### config.mk
export PLATFORM = sky130hd
export DESIGN_NAME = main_control_fsm
export DESIGN_NICKNAME = d
export VERILOG_FILES = /design/src/rtl/cpu_pkg.sv /design/src/rtl/main_ctl_decode.sv /design/src/rtl/main_control_fsm.sv
export SDC_FILE = /design/constraint.sdc
export NUM_CORES = 1
export LEC_CHECK = 0
export ABC_AREA = 0
export BUFFER_PORTS_ARGS = -buffer_cell sky130_fd_sc_hd__buf_2
export CORE_AREA = 10 10 47 49
export DETAILED_ROUTE_END_ITERATION = 16
export DIE_AREA = 0 0 57 59
export GPL_ROUTABILITY_DRIVEN = 0
export GPL_TIMING_DRIVEN = 1
export PLACE_DENSITY = 0.71
export SLEW_MARGIN = 20
export SYNTH_ARGS = -nofsm -noshare
export SYNTH_HDL_FRONTEND = slang
export SYNTH_SLANG_ARGS = --single-unit
export TNS_END_PERCENT = 10
### constraint.sdc
create_clock -name clk -period 1.4 [get_ports clk]
set_input_delay 0.07 -clock clk [delete_from_list [all_inputs] [get_ports clk]]
set_output_delay 0.07 -clock clk [all_outputs]
set_load 0.05 [all_outputs]
### src/rtl/cpu_pkg.sv
// Shared types and constants for the multicycle MIPS-subset controller.
// Build option MAIN_CTL_ADDI_EN adds the ADDIEX/ADDIWB states for ADDI.
package cpu_pkg;

   typedef enum logic [3:0] {
      FETCH   = 4'd0,
      DECODE  = 4'd1,
      MEMADR  = 4'd2,
      MEMRD   = 4'd3,
      MEMWB   = 4'd4,
      MEMWR   = 4'd5,
      EXECUTE = 4'd6,
      ALUWB   = 4'd7,
      BRANCH  = 4'd8,
      JUMP    = 4'd9,
      ADDIEX  = 4'd10,
      ADDIWB  = 4'd11
   } state_t;

   localparam logic [5:0] OP_RTYPE = 6'b000000;
   localparam logic [5:0] OP_LW    = 6'b100011;
   localparam logic [5:0] OP_SW    = 6'b101011;
   localparam logic [5:0] OP_BEQ   = 6'b000100;
   localparam logic [5:0] OP_J     = 6'b000010;
   localparam logic [5:0] OP_ADDI  = 6'b001000;

   localparam logic [1:0] ALUOP_ADD   = 2'b00;
   localparam logic [1:0] ALUOP_SUB   = 2'b01;
   localparam logic [1:0] ALUOP_FUNCT = 2'b10;

   localparam logic [1:0] SRCB_B     = 2'b00;
   localparam logic [1:0] SRCB_FOUR  = 2'b01;
   localparam logic [1:0] SRCB_IMM   = 2'b10;
   localparam logic [1:0] SRCB_IMMSH = 2'b11;

   localparam logic [1:0] PCSRC_ALU    = 2'b00;
   localparam logic [1:0] PCSRC_ALUOUT = 2'b01;
   localparam logic [1:0] PCSRC_JUMP   = 2'b10;

   typedef struct packed {
      logic       pc_write;
      logic       branch;
      logic       iord;
      logic       mem_write;
      logic       ir_write;
      logic       reg_dst;
      logic       mem_to_reg;
      logic       reg_write;
      logic       alu_src_a;
      logic [1:0] alu_src_b;
      logic [1:0] alu_op;
      logic [1:0] pc_src;
   } ctrl_t;

endpackage

### src/rtl/main_ctl_decode.sv
// Pure state -> control-vector decode (Moore part of the controller).
// ADDI states are decoded only when MAIN_CTL_ADDI_EN is defined.
module main_ctl_decode
   import cpu_pkg::*;
(
   input  state_t state,
   output ctrl_t  ctrl
);

   always_comb begin
      ctrl = '0;
      case (state)
         FETCH: begin
            // pc_write/ir_write are qualified with mem_ready by the parent
            ctrl.pc_write  = 1'b1;
            ctrl.ir_write  = 1'b1;
            ctrl.alu_src_b = SRCB_FOUR;
            ctrl.alu_op    = ALUOP_ADD;
            ctrl.pc_src    = PCSRC_ALU;
         end
         DECODE: begin
            ctrl.alu_src_b = SRCB_IMMSH;
            ctrl.alu_op    = ALUOP_ADD;
         end
         MEMADR: begin
            ctrl.alu_src_a = 1'b1;
            ctrl.alu_src_b = SRCB_IMM;
            ctrl.alu_op    = ALUOP_ADD;
         end
         MEMRD: ctrl.iord = 1'b1;
         MEMWB: begin
            ctrl.mem_to_reg = 1'b1;
            ctrl.reg_write  = 1'b1;
         end
         MEMWR: begin
            ctrl.iord      = 1'b1;
            ctrl.mem_write = 1'b1;
         end
         EXECUTE: begin
            ctrl.alu_src_a = 1'b1;
            ctrl.alu_src_b = SRCB_B;
            ctrl.alu_op    = ALUOP_FUNCT;
         end
         ALUWB: begin
            ctrl.reg_dst   = 1'b1;
            ctrl.reg_write = 1'b1;
         end
         BRANCH: begin
            ctrl.alu_src_a = 1'b1;
            ctrl.alu_src_b = SRCB_B;
            ctrl.alu_op    = ALUOP_SUB;
            ctrl.pc_src    = PCSRC_ALUOUT;
            ctrl.branch    = 1'b1;
         end
         JUMP: begin
            ctrl.pc_src   = PCSRC_JUMP;
            ctrl.pc_write = 1'b1;
         end
`ifdef MAIN_CTL_ADDI_EN
         ADDIEX: begin
            ctrl.alu_src_a = 1'b1;
            ctrl.alu_src_b = SRCB_IMM;
            ctrl.alu_op    = ALUOP_ADD;
         end
         ADDIWB: ctrl.reg_write = 1'b1;
`endif
         default: ctrl = '0;
      endcase
   end

endmodule

### src/rtl/main_control_fsm.sv
// Multicycle main controller: state register, opcode-driven sequencing,
// mem_ready stalls and reset forcing. MAIN_CTL_ADDI_EN enables ADDI.
module main_control_fsm
   import cpu_pkg::*;
#(
   parameter int OPW  = 6,
   parameter int AOPW = 2
) (
   input  logic            clk,
   input  logic            rst,
   input  logic [OPW-1:0]  opcode,
   input  logic            mem_ready,
   output logic            pc_write,
   output logic            branch,
   output logic            iord,
   output logic            mem_write,
   output logic            ir_write,
   output logic            reg_dst,
   output logic            mem_to_reg,
   output logic            reg_write,
   output logic            alu_src_a,
   output logic [1:0]      alu_src_b,
   output logic [AOPW-1:0] alu_op,
   output logic [1:0]      pc_src,
   output logic            illegal_op,
   output logic [3:0]      state_dbg
);

   state_t state, next_state, dec_state;
   ctrl_t  ctrl;
   logic   bad_op;

   always_ff @(posedge clk) begin
      if (rst) state <= FETCH;
      else     state <= next_state;
   end

   always_comb begin
      next_state = FETCH;
      bad_op     = 1'b0;
      case (state)
         FETCH:  next_state = mem_ready ? DECODE : FETCH;
         DECODE: begin
            if (opcode == OP_LW || opcode == OP_SW) next_state = MEMADR;
            else if (opcode == OP_RTYPE)            next_state = EXECUTE;
            else if (opcode == OP_BEQ)              next_state = BRANCH;
            else if (opcode == OP_J)                next_state = JUMP;
`ifdef MAIN_CTL_ADDI_EN
            else if (opcode == OP_ADDI)             next_state = ADDIEX;
`endif
            else                                    bad_op     = 1'b1;
         end
         // IR is frozen past FETCH, so opcode is still LW or SW here
         MEMADR:  next_state = (opcode == OP_SW) ? MEMWR : MEMRD;
         MEMRD:   next_state = mem_ready ? MEMWB : MEMRD;
         MEMWR:   next_state = mem_ready ? FETCH : MEMWR;
         EXECUTE: next_state = ALUWB;
`ifdef MAIN_CTL_ADDI_EN
         ADDIEX:  next_state = ADDIWB;
`endif
         default: next_state = FETCH;
      endcase
   end

   // In reset the selects follow FETCH while every enable is held low
   assign dec_state = rst ? FETCH : state;

   main_ctl_decode u_decode (
      .state (dec_state),
      .ctrl  (ctrl)
   );

   always_comb begin
      pc_write   = ctrl.pc_write  & ~rst & ((state != FETCH) | mem_ready);
      ir_write   = ctrl.ir_write  & ~rst & ((state != FETCH) | mem_ready);
      branch     = ctrl.branch    & ~rst;
      mem_write  = ctrl.mem_write & ~rst;
      reg_write  = ctrl.reg_write & ~rst;
      illegal_op = bad_op         & ~rst;
      iord       = ctrl.iord;
      reg_dst    = ctrl.reg_dst;
      mem_to_reg = ctrl.mem_to_reg;
      alu_src_a  = ctrl.alu_src_a;
      alu_src_b  = ctrl.alu_src_b;
      alu_op     = ctrl.alu_op;
      pc_src     = ctrl.pc_src;
      state_dbg  = state;
   end

endmodule

==> impl_metrics.csv <==
group,metric,value,unit
timing,tightest_slew,0.417,ns
setup_path,r2r_start,"state_dbg[3]",
status,failed_checks,"negative setup slack",
setup_path,r2r_setup_slack,-0.11,ns
timing,worst_slack,-0.108,ns
drt,drt_wl_total,1840,um
timing,fin_crit_sh,108,%
clocking,clockBufferDepth,2,
setup_path,critical_path_class,"reg2out",
timing,setup_viol,7,
setup_path,reg2regPathDepth,5,
setup_path,crit_start,"state_dbg[3]",
logic_synthesis,syn_inst,66,
placement,dp.final_hpwl,1400,um
logic_synthesis,yosysUniqueCellTypes,29,
timing,slew_headroom,72.2,%
die,start_util,32.2,%
placement,port_buffers,28,
worst_hold_path,worstHoldPathType,"in2reg",
timing,drv_slew,0,
clocking,cts_root_buf,"clkbuf_4",
drt,wire_per_inst,14.7,um
finish,area_delta_synth_final,132,%
logic_synthesis,synth.net_count,75,
setup_path,endpoint_kind,"output port",
pwr,power_leakage,0.000409,uW
drt,via_per_inst,5.39,
setup_path,worstPathMaxFanout,5,
timing,fin_skew,0.00349,ns
run,max_cap_viol_count,0,
logic_synthesis,postSynthRegisterBits,4,
setup_path,worstReg2RegEnd,"state_dbg[0]",
logic_synthesis,async_flop_share,0,%
status,status,"finished with violations",
logic_synthesis,syn_area,452,um^2
clocking,cts_max_level,1,
die,rows,14,
finish,final_util,74.9,%
pwr,peakVddDrop,0.295,mV
die,die_area,3360,um^2
logic_synthesis,synth.avg_cell_area,6.84,um^2
pwr,p_total,449,uW
timing,setup_tns,-0.429,ns
drt,postRouteAntennaNets,0,
setup_path,cp-start-kind,"flop",
pwr,power_density,428,nW/um^2
global_routing,grt_use_total,11.4,%
logic_synthesis,ys.flop_type,"dfxtp_1",
setup_path,critPathCapture,"pc_write",
timing,rsz0062_at_grt,"true",
drt,dr.pass1.iters,4,
global_routing,grt_pass1_vias,737,
die,die_h,59,um
logic_synthesis,yosysWarnings,0,
drt,drc,0,
setup_path,required,1.33,ns
placement,dp_worst_setup_slack,-0.117,ns
clocking,cts_buffers,3,
timing,post-route-min-period,1.51,ns
timing,final_hold_viol_count,0,
clocking,clk_pin_slew,0.04,ns
timing,fmax,0.663,GHz
clocking,cts_sinks,4,
global_routing,grt_overflow,0,
global_routing,grt_antenna_before_repair,0,
clocking,clk_latency,0.25,ns
logic_synthesis,ys_seq_area_share,17.7,%
logic_synthesis,synth_edf_count,0,
finish,diodes,0,
clocking,cts_hold_buf,0,
finish,largest_reg_flops,4,
finish,fin_nets,119,
drt,vias,674,
clocking,cts_tree,"done",
finish,layout-drive-gt1-share,70.6,%
die,io_pins,29,
drt,drtIter0Drc,11,
global_routing,grt_max_degree,16,
global_routing,grt_pass1_wl,3140,um
die,die_x,57,um
setup_path,cp.arrival,1.44,ns
die,core_area,1400,um^2
-- worst max-delay path, stage by stage (launching register included) --
cell	delay, ns
dfxtp_4	0.36
or3b_4	0.45
nor2_4	0.12
or2_4	0.13
buf_8	0.13
-- cell usage in the layout, fill, tap and decap left out, drive strengths merged --
cell     instances
buf             40
nor2            10
nor3             9
clkbuf           6
nor2b            4
dfxtp            4
or2              3
nand2            3
xnor2            3
nor3b            2
and3             2
o21ai            2
inv              2
or4              2
nand2b           2
or3b             2
a21oi            2
or3              1
nand3            1
a2111o           1
or4b             1
o22ai            1
a211o            1
and2             1
o311ai           1
nor4b            1
a221oi           1
a2111oi          1
-- worst min path at each step --
stage / depth (start not counted) / startpoint / to / slack [ns]
floorplan: 1 / rst / state_dbg[0] / 0.14
global placement: 2 / rst / state_dbg[0] / 0.36
detailed placement: 2 / rst / state_dbg[0] / 0.35
CTS: 2 / rst / state_dbg[0] / 0.10
global route: 2 / rst / state_dbg[0] / 0.12
finish: 2 / rst / state_dbg[0] / 0.14
-- metal layers --
layer | up-vias | global-route usage (%) | routed length (um)
met3 | 2 | 5.58 | 148
met5 | - | 0 | 0
met4 | 0 | 6.38 | 10
met1 | 314 | 11.0 | 688
met2 | 28 | 19.5 | 989
li1 | 330 | - | -
-- logic make-up after synthesis --
group / count (synthesis) / synth area share, %
buffers and inverters: 5 / 4.16
DFF: 4 / 17.7
xor gates and xnor gates: 3 / 5.82
and+or+nand+nor: 44 / 56.0
AOI/OAI and AO/OA: 10 / 16.3
-- final cells by class --
class / instances / area, um^2
inverters: 2 / 7.51
flip-flops and latches: 4 / 92.6
clock buffers: 4 / 26.3
repair buffers: 42 / 355
fillers: 122 / 352
multi-input cells: 57 / 548
well taps: 16 / 20.0
-- stage by stage --
step / hold WS (ns) / cell area [um^2] / instances
after floorplan: 0.142 / 613 / 66
final: 0.138 / 1050 / 125
after CTS: 0.101 / 991 / 125
after global placement: 0.360 / 820 / 119
after global routing: 0.124 / 1050 / 125
after detailed placement: 0.352 / 820 / 119
-- Yosys cell counts (2+ instances only) --
| cell | instances | share of area (%) |
|---|---|---|
| a21oi_1 | 2 | 2.2 |
| and3_1 | 2 | 2.8 |
| clkbuf_1 | 3 | 2.5 |
| dfxtp_1 | 4 | 18 |
| inv_1 | 2 | 1.7 |
| nand2_1 | 3 | 2.5 |
| nand2b_1 | 2 | 2.8 |
| nor2_1 | 10 | 8.3 |
| nor2b_1 | 4 | 5.5 |
| nor3_1 | 9 | 10 |
| nor3b_1 | 2 | 3.3 |
| o21ai_0 | 2 | 2.2 |
| or2_2 | 3 | 4.2 |
| xnor2_1 | 3 | 5.8 |
-- where the power goes --
| group | total (uW) | leakage [uW] | internal [uW] | switching [uW] |
|---|---|---|---|---|
| Clock | 169 | 0.0000150 | 108 | 61.0 |
| Sequential | 115 | 0.0000352 | 112 | 2.52 |
| Combinational | 166 | 0.000358 | 68.7 | 96.8 |
-- what timing repair did --
action	CTS	global route
setup buffers	2	0
endpoints found under the setup margin	18	20
gates resized for setup	37	12
pin swaps	5	3
gates cloned	0	0
(Power assumes the default switching activity.)
